[config.mk]
export PLATFORM = sky130hd
export DESIGN_NAME = iterative_shift_unit
export DESIGN_NICKNAME = d
export VERILOG_FILES = /design/src/rtl/iterative_shift_unit.sv
export SDC_FILE = /design/constraint.sdc
export NUM_CORES = 1
export LEC_CHECK = 0
export BUFFER_PORTS_ARGS = -buffer_cell sky130_fd_sc_hd__buf_2
export CAP_MARGIN = 20
export CORE_MARGIN = 4
export CORE_UTILIZATION = 23
export CTS_BUF_LIST = sky130_fd_sc_hd__clkbuf_4 sky130_fd_sc_hd__clkbuf_8
export DETAILED_ROUTE_END_ITERATION = 8
export HOLD_SLACK_MARGIN = 0.1
export SETUP_SLACK_MARGIN = 0.4
export SYNTH_ARGS = -nofsm -noshare
export SYNTH_HDL_FRONTEND = slang
export SYNTH_SLANG_ARGS = --single-unit
export TNS_END_PERCENT = 50
[constraint.sdc]
create_clock -name clk -period 2.8 [get_ports clk]
set_input_delay 0.84 -clock clk [delete_from_list [all_inputs] [get_ports clk]]
set_output_delay 0.84 -clock clk [all_outputs]
set_load 0.01 [all_outputs]
[src/rtl/iterative_shift_unit.sv]
// Multi-cycle SLL/SRL/SRA engine: one accepted request at a time, busy while shifting, done pulse with result.
// Optional ISU_FAST4_EN: shifts by 4 per cycle while at least 4 positions remain.
module iterative_shift_unit #(
  parameter int dataWidth  = 32,
  parameter int shamtWidth = 5
) (
  input  logic                  clk,
  input  logic                  reset,
  input  logic                  start,
  input  logic                  flush,
  input  logic [1:0]            op,
  input  logic [dataWidth-1:0]  dataIn,
  input  logic [shamtWidth-1:0] shamt,
  output logic                  busy,
  output logic                  done,
  output logic [dataWidth-1:0]  rdataOut
);

  typedef enum logic [1:0] {
    IDLE  = 2'b00,
    SHIFT = 2'b01,
    DONE  = 2'b10
  } state_t;

  localparam logic [1:0] OP_SRL = 2'b01;
  localparam logic [1:0] OP_SRA = 2'b10;

  state_t                       state, state_nxt;
  logic signed [dataWidth-1:0]  acc, acc_nxt;
  logic [shamtWidth-1:0]        count, count_nxt;
  logic [1:0]                   op_r, op_nxt;
  logic [dataWidth-1:0]         rdata_nxt;
  logic                         accept;

  // Reserved op 2'b11 falls into the default arm and behaves as SLL.
  function automatic logic signed [dataWidth-1:0] shift1(
    input logic signed [dataWidth-1:0] a,
    input logic [1:0]                  o
  );
    case (o)
      OP_SRL:  shift1 = a >> 1;
      OP_SRA:  shift1 = a >>> 1;
      default: shift1 = a << 1;
    endcase
  endfunction

`ifdef ISU_FAST4_EN
  function automatic logic signed [dataWidth-1:0] shift4(
    input logic signed [dataWidth-1:0] a,
    input logic [1:0]                  o
  );
    case (o)
      OP_SRL:  shift4 = a >> 4;
      OP_SRA:  shift4 = a >>> 4;
      default: shift4 = a << 4;
    endcase
  endfunction
`endif

  assign accept = start && !flush && ((state == IDLE) || (state == DONE));

  always_comb begin
    state_nxt = state;
    acc_nxt   = acc;
    count_nxt = count;
    op_nxt    = op_r;

    case (state)
      SHIFT: begin
        if (count == '0) begin
          // Unreachable guard so count can never wrap below zero.
          state_nxt = DONE;
        end else begin
`ifdef ISU_FAST4_EN
          if (count >= shamtWidth'(4)) begin
            acc_nxt   = shift4(acc, op_r);
            count_nxt = count - shamtWidth'(4);
          end else begin
            acc_nxt   = shift1(acc, op_r);
            count_nxt = count - shamtWidth'(1);
          end
          if (count_nxt == '0) state_nxt = DONE;
`else
          acc_nxt   = shift1(acc, op_r);
          count_nxt = count - shamtWidth'(1);
          if (count == shamtWidth'(1)) state_nxt = DONE;
`endif
        end
      end
      default: begin
        state_nxt = IDLE;
        if (accept) begin
          acc_nxt   = $signed(dataIn);
          count_nxt = shamt;
          op_nxt    = op;
          state_nxt = (shamt != '0) ? SHIFT : DONE;
        end
      end
    endcase

    if (flush) begin
      state_nxt = IDLE;
      count_nxt = '0;
    end

    // Result is captured only on the edge that enters DONE.
    rdata_nxt = (state_nxt == DONE) ? dataWidth'(acc_nxt) : rdataOut;
  end

  always_ff @(posedge clk) begin
    if (reset) begin
      state    <= IDLE;
      count    <= '0;
      op_r     <= 2'b00;
      rdataOut <= '0;
    end else begin
      state    <= state_nxt;
      count    <= count_nxt;
      op_r     <= op_nxt;
      rdataOut <= rdata_nxt;
    end
  end

  always_ff @(posedge clk) begin
    acc <= acc_nxt;
  end

  assign busy = (state == SHIFT);
  assign done = (state == DONE);

endmodule
=== After elaboration in Yosys (flattened, before gate mapping) ===
Index checks and enable logic that the tools add are counted.

* Register bits after elaboration: 73
* Input bits: 43
* Output and inout port bits: 34
* Word-level logic and storage cells: 38

* Add/sub/neg operators: 1
* Equal/unequal tests: 7
* Multiplexer cells: 13
* Bitwise logic cells: 1
* Reduce and logical (&&, ||, !) cells: 11

{| class="wikitable"
|+ Operators with widths
! cell !! count
|-
| two-way mux 32 bit || 3
|-
| one-hot mux 32 bit (2 select lines) || 1
|-
| two-way mux 5 bit || 3
|-
| two-way mux 2 bit || 6
|-
| == test 2 bit, second input constant || 3
|-
| == test 5 x 1 -> 1 bit, second input constant || 1
|-
| logical NOT 5 bit || 1
|-
| nonzero test 5 bit || 1
|-
| subtractor 5 x 1 -> 5 bit, second input constant || 1
|-
| == test 2 x 1 -> 1 bit, second input constant || 2
|-
| AND reduction 2 bit || 2
|-
| logical AND 1 bit || 2
|-
| logical NOT 2 bit || 1
|-
| != test 2 bit, second input constant || 1
|-
| nonzero test 2 bit || 1
|-
| OR reduction 2 bit || 1
|-
| logical NOT 1 bit || 1
|-
| logical OR 1 bit || 1
|-
| inverter 1 bit || 1
|}

=== Longest topological paths before layout ===
Gate-level depths: netlist of run 1.

* Word-level depth: 7
* Depth in mapped cells: 8
* Gate-level depth less buffers: 6

=== Worst setup path after synthesis of run 1 ===
OpenSTA, ideal clock, no wires.

* Path type: input to register
* Start: input shamt[2]
* End: register rdataOut[31]
* Library setup time: 138 ps
* Data arrival time: 2108 ps
* Required time: 2662 ps
* Setup slack: 554 ps
* Stages on the path: 6
* Path buffers: 2
* Cells stage by stage: or4_1 nor3_4 o21ba_1 buf_2 buf_4 a31oi_1

* Longest elaborated chain between the ends: 6

{| class="wikitable"
|+ RTL lines
! what !! RTL line !! text
|-
| start, declared || 13 || <nowiki>input logic [shamtWidth-1:0] shamt,</nowiki>
|-
| nonzero test 5 bit || 96 || <nowiki>state_nxt = (shamt != '0) ? SHIFT : DONE;</nowiki>
|-
| two-way mux 2 bit || 96 ||
|-
| two-way mux 2 bit || 92 || <nowiki>if (accept) begin</nowiki>
|-
| two-way mux 2 bit || 68 || <nowiki>case (state)</nowiki>
|-
| two-way mux 2 bit || 101 || <nowiki>if (flush) begin</nowiki>
|-
| == test 2 bit || 107 || <nowiki>rdata_nxt = (state_nxt == DONE) ? dataWidth'(acc_nxt) : rdataOut;</nowiki>
|-
| end signal, assigned || 120 || <nowiki>rdataOut <= rdata_nxt;</nowiki>
|-
| end, declared || 16 || <nowiki>output logic [dataWidth-1:0] rdataOut</nowiki>
|}

No other way between the ends.
A chain may end at the register's enable or synchronous reset.

=== Worst setup path in the final report of run 1 ===
* Start: register state[0]
* End: output busy

* Longest elaborated chain between the ends: 1

{| class="wikitable"
|+ RTL lines
! what !! RTL line !! text
|-
| start, declared || 28 || <nowiki>state_t state, state_nxt;</nowiki>
|-
| start signal, assigned || 117 || <nowiki>state <= state_nxt;</nowiki>
|-
| == test 2 x 1 -> 1 bit || 128 || <nowiki>assign busy = (state == SHIFT);</nowiki>
|-
| end, declared || 14 || <nowiki>output logic busy,</nowiki>
|}

No other way between the ends.

==> results of run 1 <==
-- cells by family (layout without fill, tap and decap cells) --
family	after synthesis	after routing	share of synthesized area, %
AO/OA/AOI/OAI	179	179	32.88
adder cells (fa/ha/maj)	5	5	1.831
buffers and inverters	49	114	6.335
flip-flops	73	73	42.77
multiplexers	1	1	0.2929
AND/OR/NAND/NOR	124	124	15.89
-- cells in the mapped netlist (3+ instances only) --
cell / n / area, um2
nand2_1: 96 / 360.4
nor2_1: 8 / 30.03
a31oi_1: 32 / 200.2
a211oi_1: 3 / 22.52
o31ai_1: 32 / 240.2
buf_2: 11 / 55.05
a22oi_1: 30 / 225.2
buf_4: 3 / 22.52
ha_1: 5 / 62.56
inv_1: 8 / 30.03
clkbuf_1: 24 / 90.09
a21oi_1: 9 / 45.04
dfxtp_1: 73 / 1461
o21ai_0: 66 / 330.3
-- final cells by class --
class / instances / area share [%]
well taps: 184 / 5.479
clock inverters: 5 / 1.846
clock buffers: 11 / 3.603
multi-input cells: 309 / 41.72
flip-flops and latches: 73 / 34.78
inverters: 8 / 0.7147
repair buffers: 90 / 11.85
-- power breakdown --
group          internal [mW]  total, mW  leakage (nW)  switching [mW]
Combinational          0.158      0.382          1.16           0.223
Clock                  0.547      0.948         0.115           0.401
Sequential              1.13       1.20         0.601          0.0660
Total                   1.84       2.53          1.88           0.690
-- critical path, stage by stage (launching register included) --
cell and delay [ns]:
dfxtp_1 0.43, nand2b_1 0.34, inv_1 0.16, buf_2 0.15
-- flip-flops by register name, summed over array words and instances (netlist names) --
name,flops
op_r,2
state,2
acc,32
rdataOut,32
count,5
-- how the worst max path moves through the flow --
stage	startpoint	to	slack (ns)	cells past startpoint
4_1_cts	state[1]$_SDFF_PP0_	busy	0.54	3
2_1_floorplan	shamt[2]	rdataOut[31]$_SDFFE_PP0N_	0.55	6
3_5_place_dp	flush	rdataOut[28]$_SDFFE_PP0N_	0.35	6
3_3_place_gp	shamt[2]	rdataOut[31]$_SDFFE_PP0N_	0.38	6
6_report	state[0]$_SDFF_PP0_	busy	0.52	3
5_1_grt	state[1]$_SDFF_PP0_	busy	0.43	3
-- layer usage --
layer  global-route usage, %  part of all wire, %  routed length [um]
met5                       0                    0                   0
met4                   6.296                  2.4                 260
met3                   3.520                  6.4                 697
met2                   21.93                   49                5351
met1                   15.73                   42                4602
-- through the flow --
stage / hold slack, ns / setup slack [ns]
6_report: 0.4890 / 0.5198
5_1_grt: 0.5290 / 0.4306
4_1_cts: 0.4865 / 0.5390
3_5_place_dp: 0.4757 / 0.3517
3_3_place_gp: 0.4655 / 0.3773
2_1_floorplan: 0.4470 / 0.5538
-- cell usage in the layout (no fill, tap or decap), types with 3 or more instances in the layout --
master | synthesis | layout
nor2_1 | 8 | 7
inv_1 | 8 | 8
a31oi_1 | 32 | 32
ha_1 | 5 | 5
a211oi_1 | 3 | 3
a22oi_1 | 30 | 30
o31ai_1 | 32 | 32
buf_2 | 11 | 76
dfxtp_1 | 73 | 73
clkbuf_8 | 0 | 11
nand2_1 | 96 | 96
o21ai_0 | 66 | 66
buf_4 | 3 | 13
a21oi_1 | 9 | 9
==> results.yml, run 1 <==
outcome:
  status: "complete, no violations"
timing:
  hold_violations: 0
  max_freq_ghz: 0.4386
  fin_tns_setup_ns: 0
  setup_viol: 0
  fin_crit_ns: 2.280
  skew_ns: 0.01140
  period_share_pct: 81.43
  grt_setup_unrepaired: "no"
  slew-limit-headroom_pct: 34.09
  slew_violations: 0
  tightest_slew_ns: 0.9886
cts:
  clk-insertion-delay-late_ns: 0.35
  clk_pin_slew_ns: 0.08
  cts_resized: 0
  h-tree-depth: 3
  numCtsBuffers: 9
  clock_sinks: 73
  cts_tree: "yes"
  cts_buffer_depth: 2
  ctsHoldBuffers: 0
  cts-root-buf: "clkbuf_8"
  cts_setup_buffers: 0
cells_and_area:
  postLayoutCoreUtil_pct: 28.91
  fin_nets: 539
  drive_gt1_share_pct: 22.58
  area_growth_pct: 22.96
  finish.instance_area_um2: 4202
  instances_no_fill: 680
  antenna_cells: 0
  nFillCells: 1596
  multi_input_area_um2: 1753
  ff_latch_area_um2: 1461
critical_path:
  r2r-end: "rdataOut[1]$_SDFFE_PP0N_"
  critPathKind: "reg2out"
  cp-start-kind: "register"
  reg2reg_setup_slack_ns: 0.61
  end_kind: "output pin"
  required_ns: 1.96
  path_max_fanout: 13
  crit_arrival_ns: 1.44
  r2r_cells: 7
  reg2reg_from: "count[0]$_SDFFE_PP0P_"
logic_synthesis:
  netlist_area_um2: 3417
  postSynthAreaPerCell_um2: 7.928
  synthCells: 431
  ys.warnings.count: 0
  synth_seq_area_share_pct: 42.77
  async_flop_share_pct: 0
  ys.flop_type: "dfxtp_1"
  synth_enable_flop_cells: 0
  ys_types: 39
  syn_nets: 479
  ys_seq_elements: 73
floorplanning:
  num_io_pins: 77
  core_region_area_um2: 14530
  start_util_pct: 23.51
  die_height_um: 129.9
  placement_rows: 44
  die-area_um2: 16870
  fp.dieW_um: 129.9
power_and_ir_drop:
  powerDensity_nw_per_um2: 601.5
  peakVddDrop_mv: 0.2163
  total_power_mw: 2.527
  leakagePower_nw: 1.876
min_path:
  hp-start: "op_r[1]$_SDFFE_PP0P_"
  holdPathStages: 2
  hold_class: "reg2reg"
  holdPathEnd: "op_r[1]$_SDFFE_PP0P_"
detailed_routing:
  drc: 0
  avgRoutedWirePerCell_um: 16.05
  finalWirelength_um: 10910
  drtAntennaViolNets: 0
  dr.first_iter.drc_count: 254
  viasPerCell: 5.046
  dr.pass1.iters: 5
  vias: 3431
grt:
  grt_pass1_vias: 3453
  grt_max_degree: 34
  grt_remaining_overflow: 0
  grtUsageTotal_pct: 13.15
  antenna_found_initial: 0
  grt_first_pass_wirelength_um: 17470
place:
  place_area_um2: 3973
  io_buffers: 76
  finalWeightedCongestion: 0.8050
  dp_cells: 664
  dp_hpwl_um: 7587
job:
  max_cap_viol_count: 0
Power figures use the tool's default switching activity.
==> run 2, diff against run 1 <==
--- a/config.mk
+++ b/config.mk
@@ -5,6 +5,7 @@
 export SDC_FILE = /design/constraint.sdc
 export NUM_CORES = 1
 export LEC_CHECK = 0
+export ABC_AREA = 1
 export BUFFER_PORTS_ARGS = -buffer_cell sky130_fd_sc_hd__buf_2
 export CAP_MARGIN = 20
 export CORE_MARGIN = 4
==> constraint.sdc (replaced) <==
create_clock -name clk -period 2.3 [get_ports clk]
set_input_delay 0.69 -clock clk [delete_from_list [all_inputs] [get_ports clk]]
set_output_delay 0.69 -clock clk [all_outputs]
set_load 0.01 [all_outputs]
==> results.yml, run 2 <==
logic_synthesis:
  synthCells: 651
  ys.warnings.count: 0
  yosysMostFrequentCell: "nand2_1"
  synth_enable_flop_cells: 0
  postSynthAreaPerCell_um2: 6.233
  synth_area_leaders: "dfxtp_1 (36%), nand2_1 (19%), nand3_1 (8.6%)"
  synth_top_cell_area_share_pct: 36.02
  ys_types: 25
  ys.flop_type: "dfxtp_1"
  async_flop_share_pct: 0
  syn_nets: 699
  netlist_top_cells_count: "nand2_1 (208), nor2_1 (85), inv_1 (81), dfxtp_1 (73), nand3_1 (70)"
  netlist_area_um2: 4058
  synth_seq_area_share_pct: 36.02
  ys_seq_elements: 73
  synth_area_leader_cell: "dfxtp_1"
detailed_routing:
  dr.first_iter.drc_count: 212
  vias: 3986
  drc: 0
  dr.pass1.iters: 5
  finalWirelength_um: 11030
  avgRoutedWirePerCell_um: 11.69
  viasPerCell: 4.222
  drtAntennaViolNets: 0
place:
  dp_hpwl_um: 7775
  io_buffers: 76
  finalWeightedCongestion: 0.8412
floorplanning:
  placement_rows: 48
  die-area_um2: 19830
  fp.dieW_um: 140.8
  die_height_um: 140.8
  core_region_area_um2: 17300
  start_util_pct: 23.46
  num_io_pins: 77
power_and_ir_drop:
  powerDensity_nw_per_um2: 684.0
  peakVddDrop_mv: 0.3257
  total_power_mw: 3.364
  leakagePower_nw: 2.545
timing:
  period_share_pct: 78.83
  fin_tns_setup_ns: 0
  fin_crit_ns: 1.813
  slew-limit-headroom_pct: 74.17
  hold_violations: 0
  skew_ns: 0.01407
  setup_viol: 0
  max_freq_ghz: 0.5516
  grt_setup_unrepaired: "yes"
  slew_violations: 0
  tightest_slew_ns: 0.3875
cts:
  h-tree-depth: 3
  cts_tree: "yes"
  clk-insertion-delay-late_ns: 0.35
  numCtsBuffers: 9
  cts-root-buf: "clkbuf_8"
  clk_pin_slew_ns: 0.09
  clock_sinks: 73
  cts_buffer_depth: 2
critical_path:
  required_ns: 1.61
  crit_arrival_ns: 1.12
  end_kind: "output pin"
  cp-start-kind: "register"
  critPathKind: "reg2out"
  path_max_fanout: 12
grt:
  grt_remaining_overflow: 0
  grtUsageTotal_pct: 11.22
  antenna_found_initial: 0
  grt_max_degree: 69
  grt_first_pass_wirelength_um: 18160
  grt_pass1_vias: 3703
cells_and_area:
  antenna_cells: 0
  final_cell_mix: "nand2_1 (206), nor2_1 (85), inv_1 (81), buf_2 (76), dfxtp_1 (73)"
  fin_nets: 762
  final_common_cell: "nand2_1"
  area_growth_pct: 21.21
  reg_top3: "acc (32), rdataOut (32), count (5)"
  drive_gt1_share_pct: 17.25
job:
  max_cap_viol_count: 0
min_path:
  hold_class: "reg2reg"
outcome:
  status: "complete, no violations"
[run 2: cell count changes after synthesis, sizes merged, moves of 26 or more]
cell	change
nand2	+114
nor2	+79
inv	+75
nand3	+71
o31ai	-32
a22oi	-30
a31oi	-30
o211ai	+30
o21ai	-26
[run 2: what timing repair did]
action                     in CTS  in global routing
cloned                          0                  0
setup endpoints to repair       1                 43
gates resized for setup         0                 10
hold endpoints to repair        0                  0
hold buffers                    0                  0
pin swaps                       0                  1
setup buffers                   0                  2
[run 2: worst paths after layout]
| check | from | endpoint | slack, ns | cells after the start |
|---|---|---|---|---|
| max | state[0]$_SDFF_PP0_ | busy | 0.49 | 3 |
| min | rdataOut[0]$_SDFFE_PP0N_ | rdataOut[0]$_SDFFE_PP0N_ | 0.48 | 2 |
| max reg2reg | count[0]$_SDFFE_PP0P_ | rdataOut[31]$_SDFFE_PP0N_ | 0.55 | 12 |
| min reg2reg | rdataOut[0]$_SDFFE_PP0N_ | rdataOut[0]$_SDFFE_PP0N_ | 0.48 | 2 |
[run 2: worst max-delay path, cell delays in order (launching register included)]
cell and delay (ns):
dfxtp_1 0.37, nand2_2 0.09, inv_4 0.16, buf_2 0.16
[run 2: area by class of cell]
| class | count | area [um2] |
|---|---|---|
| Inverter | 84 | 317.8 |
| Fill cell | 1951 | 12380 |
| Multi-Input combinational cell | 454 | 2102 |
| Clock inverter | 4 | 50.05 |
| Timing Repair Buffer | 92 | 540.5 |
| Clock buffer | 12 | 165.2 |
| Tap cell | 225 | 281.5 |
| Sequential cell | 73 | 1461 |
[run 2: through the flow]
stage | std cells | worst slack [ns] | utilization, % | area [um2] | hold WS (ns)
global route | 944 | 0.3938 | 28.44 | 4918 | 0.5093
detailed placement | 926 | 0.3637 | 26.85 | 4644 | 0.4658
finish | 944 | 0.4870 | 28.44 | 4918 | 0.4806
floorplan | 651 | 0.6497 | - | 4058 | 0.4513
global placement | 926 | 0.4137 | 26.85 | 4644 | 0.4589
CTS | 942 | 0.3975 | 28.10 | 4860 | 0.4859
[run 2: where the power goes]
part           switching [mW]  internal [mW]  leakage [nW]
clock                   0.506          0.589         0.105
combinational           0.476          0.285          1.84
sequential              0.105           1.40         0.602
[run 2: kinds of logic (layout without fill, tap and decap cells)]
group | after synthesis | after routing | synth area share (%)
xor gates and xnor gates | 1 | 1 | 0.2159
adders and majority gates | 5 | 5 | 1.542
AOI/OAI and AO/OA | 79 | 79 | 12.18
DFF | 73 | 73 | 36.02
and+or+nand+nor | 369 | 369 | 37.10
buffers and inverters | 124 | 192 | 12.95
[run 2: layer usage]
metal | GRT usage, % | part of all wire [%] | wire length (um)
met5 | 0 | 0 | 0
met2 | 18.09 | 46 | 5031
met3 | 2.917 | 4.7 | 517
met1 | 15.02 | 49 | 5440
met4 | 2.754 | 0.40 | 44
==> run 3, diff against run 2 <==
==> constraint.sdc (replaced) <==
create_clock -name clk -period 1.8 [get_ports clk]
set_input_delay 0.54 -clock clk [delete_from_list [all_inputs] [get_ports clk]]
set_output_delay 0.54 -clock clk [all_outputs]
set_load 0.01 [all_outputs]
==> results.yml, run 3 (synthesis results as in run 2) <==
cells_and_area:
  postLayoutCoreUtil_pct: 35.70
  area_growth_pct: 52.17
  final_cell_mix: "nand2_1 (178), buf_2 (75), inv_1 (69), dfxtp_1 (67), nor2_1 (66)"
  drive_gt1_share_pct: 35.38
  antenna_cells: 0
  fin_nets: 809
  final_common_cell: "nand2_1"
  reg_top3: "acc (32), rdataOut (32), count (5)"
place:
  dp_hpwl_um: 8044
  io_buffers: 76
  finalWeightedCongestion: 0.7628
  place_ws_ns: 0.07968
detailed_routing:
  viasPerCell: 4.512
  drc: 0
  dr.first_iter.drc_count: 324
  dr.pass1.iters: 4
  drtAntennaViolNets: 0
  avgRoutedWirePerCell_um: 14.60
  finalWirelength_um: 14470
  vias: 4471
floorplanning:
  placement_rows: 48
  die_height_um: 140.8
  num_io_pins: 77
  core_region_area_um2: 17300
  start_util_pct: 23.46
  die-area_um2: 19830
  fp.dieW_um: 140.8
grt:
  busiest_layer: "met2"
  grt_remaining_overflow: 0
  antenna_found_initial: 0
  grt_use_met3_pct: 3.324
  grt_pass1_vias: 4252
  grt_util_met2_pct: 22.03
  grt_first_pass_wirelength_um: 22380
  grtUsageTotal_pct: 14.05
  use_met1_pct: 19.09
  grt_max_degree: 68
power_and_ir_drop:
  peakVddDrop_mv: 0.3334
  powerDensity_nw_per_um2: 807.2
  leakagePower_nw: 3.004
timing:
  slew_violations: 0
  fin_crit_ns: 1.655
  tightest_slew_ns: 0.3861
  setup_ws_ns: 0.1450
  grt_setup_unrepaired: "yes"
  slew-limit-headroom_pct: 74.16
  hold_violations: 0
  period_share_pct: 91.95
  setup_viol: 0
  max_freq_ghz: 0.6042
  skew_ns: 0.01046
  fin_tns_setup_ns: 0
critical_path:
  cp-start-kind: "register"
  required_ns: 1.26
  crit_arrival_ns: 1.12
  path_max_fanout: 3
  critPathKind: "reg2out"
  end_kind: "output pin"
cts:
  h-tree-depth: 3
  clock_sinks: 73
  numCtsBuffers: 9
  cts_tree: "yes"
  cts-root-buf: "clkbuf_8"
  cts_buffer_depth: 2
  clk_pin_slew_ns: 0.08
  clk-insertion-delay-late_ns: 0.38
min_path:
  hold_class: "in2reg"
job:
  max_cap_viol_count: 0
outcome:
  status: "complete, no violations"
-- run 3: worst paths after layout --
kind / from / to / slack (ns) / depth (start not counted)
setup reg to reg: count[0]$_SDFFE_PP0P_ / rdataOut[28]$_SDFFE_PP0N_ / 0.19 / 13
hold reg to reg: op_r[1]$_SDFFE_PP0P_ / op_r[1]$_SDFFE_PP0P_ / 0.48 / 2
hold / removal: reset / state[1]$_SDFF_PP0_ / 0.38 / 2
setup / recovery: state[1]$_SDFF_PP0_ / busy / 0.14 / 5
-- run 3: where the power goes --
group / internal, mW / total, mW / switching, mW / leakage, nW
registers: 1.79 / 1.94 / 0.148 / 0.605
clock network: 0.793 / 1.53 / 0.734 / 0.110
logic: 0.667 / 1.51 / 0.847 / 2.29
total: 3.25 / 4.98 / 1.73 / 3.00
-- run 3: area by class of cell --
class	instances	area (um2)
Clock buffer	9	123.9
Clock inverter	7	102.6
Fill cell	1810	11120
Inverter	84	337.8
Multi-Input combinational cell	454	2524
Sequential cell	73	1469
Tap cell	225	281.5
Timing Repair Buffer	137	1326
Timing Repair inverter	2	10.01
-- run 3: per-layer routing --
layer / wire (um) / vias up
li1: - / 2250
met1: 6686 / 2066
met2: 6552 / 123
met3: 799 / 32
met4: 431 / 0
met5: 0 / -
-- run 3: critical path: stages (launching register included) --
cell and delay, ns:
dfxtp_2 0.33, inv_2 0.04, nand2_4 0.11, inv_4 0.04, buf_6 0.11, buf_6 0.11
-- run 3: metrics by stage --
stage	power (mW)	cells	hold WS (ns)	instance area, um2
after floorplan	2.688	651	0.4519	4188
after global placement	2.938	924	0.4767	4715
after detailed placement	2.941	924	0.4755	4715
after CTS	4.818	980	0.3714	5774
after global routing	5.249	991	0.4007	6175
final	4.984	991	0.3759	6175
-- run 3: timing repair --
| item | 4_1_cts | 5_1_grt |
|---|---|---|
| setup buffers | 27 | 9 |
| cloned | 13 | 2 |
| hold buffers | 0 | 0 |
| resized for setup | 79 | 91 |
| pin swaps | 45 | 51 |
| endpoints found under the setup margin | 85 | 103 |
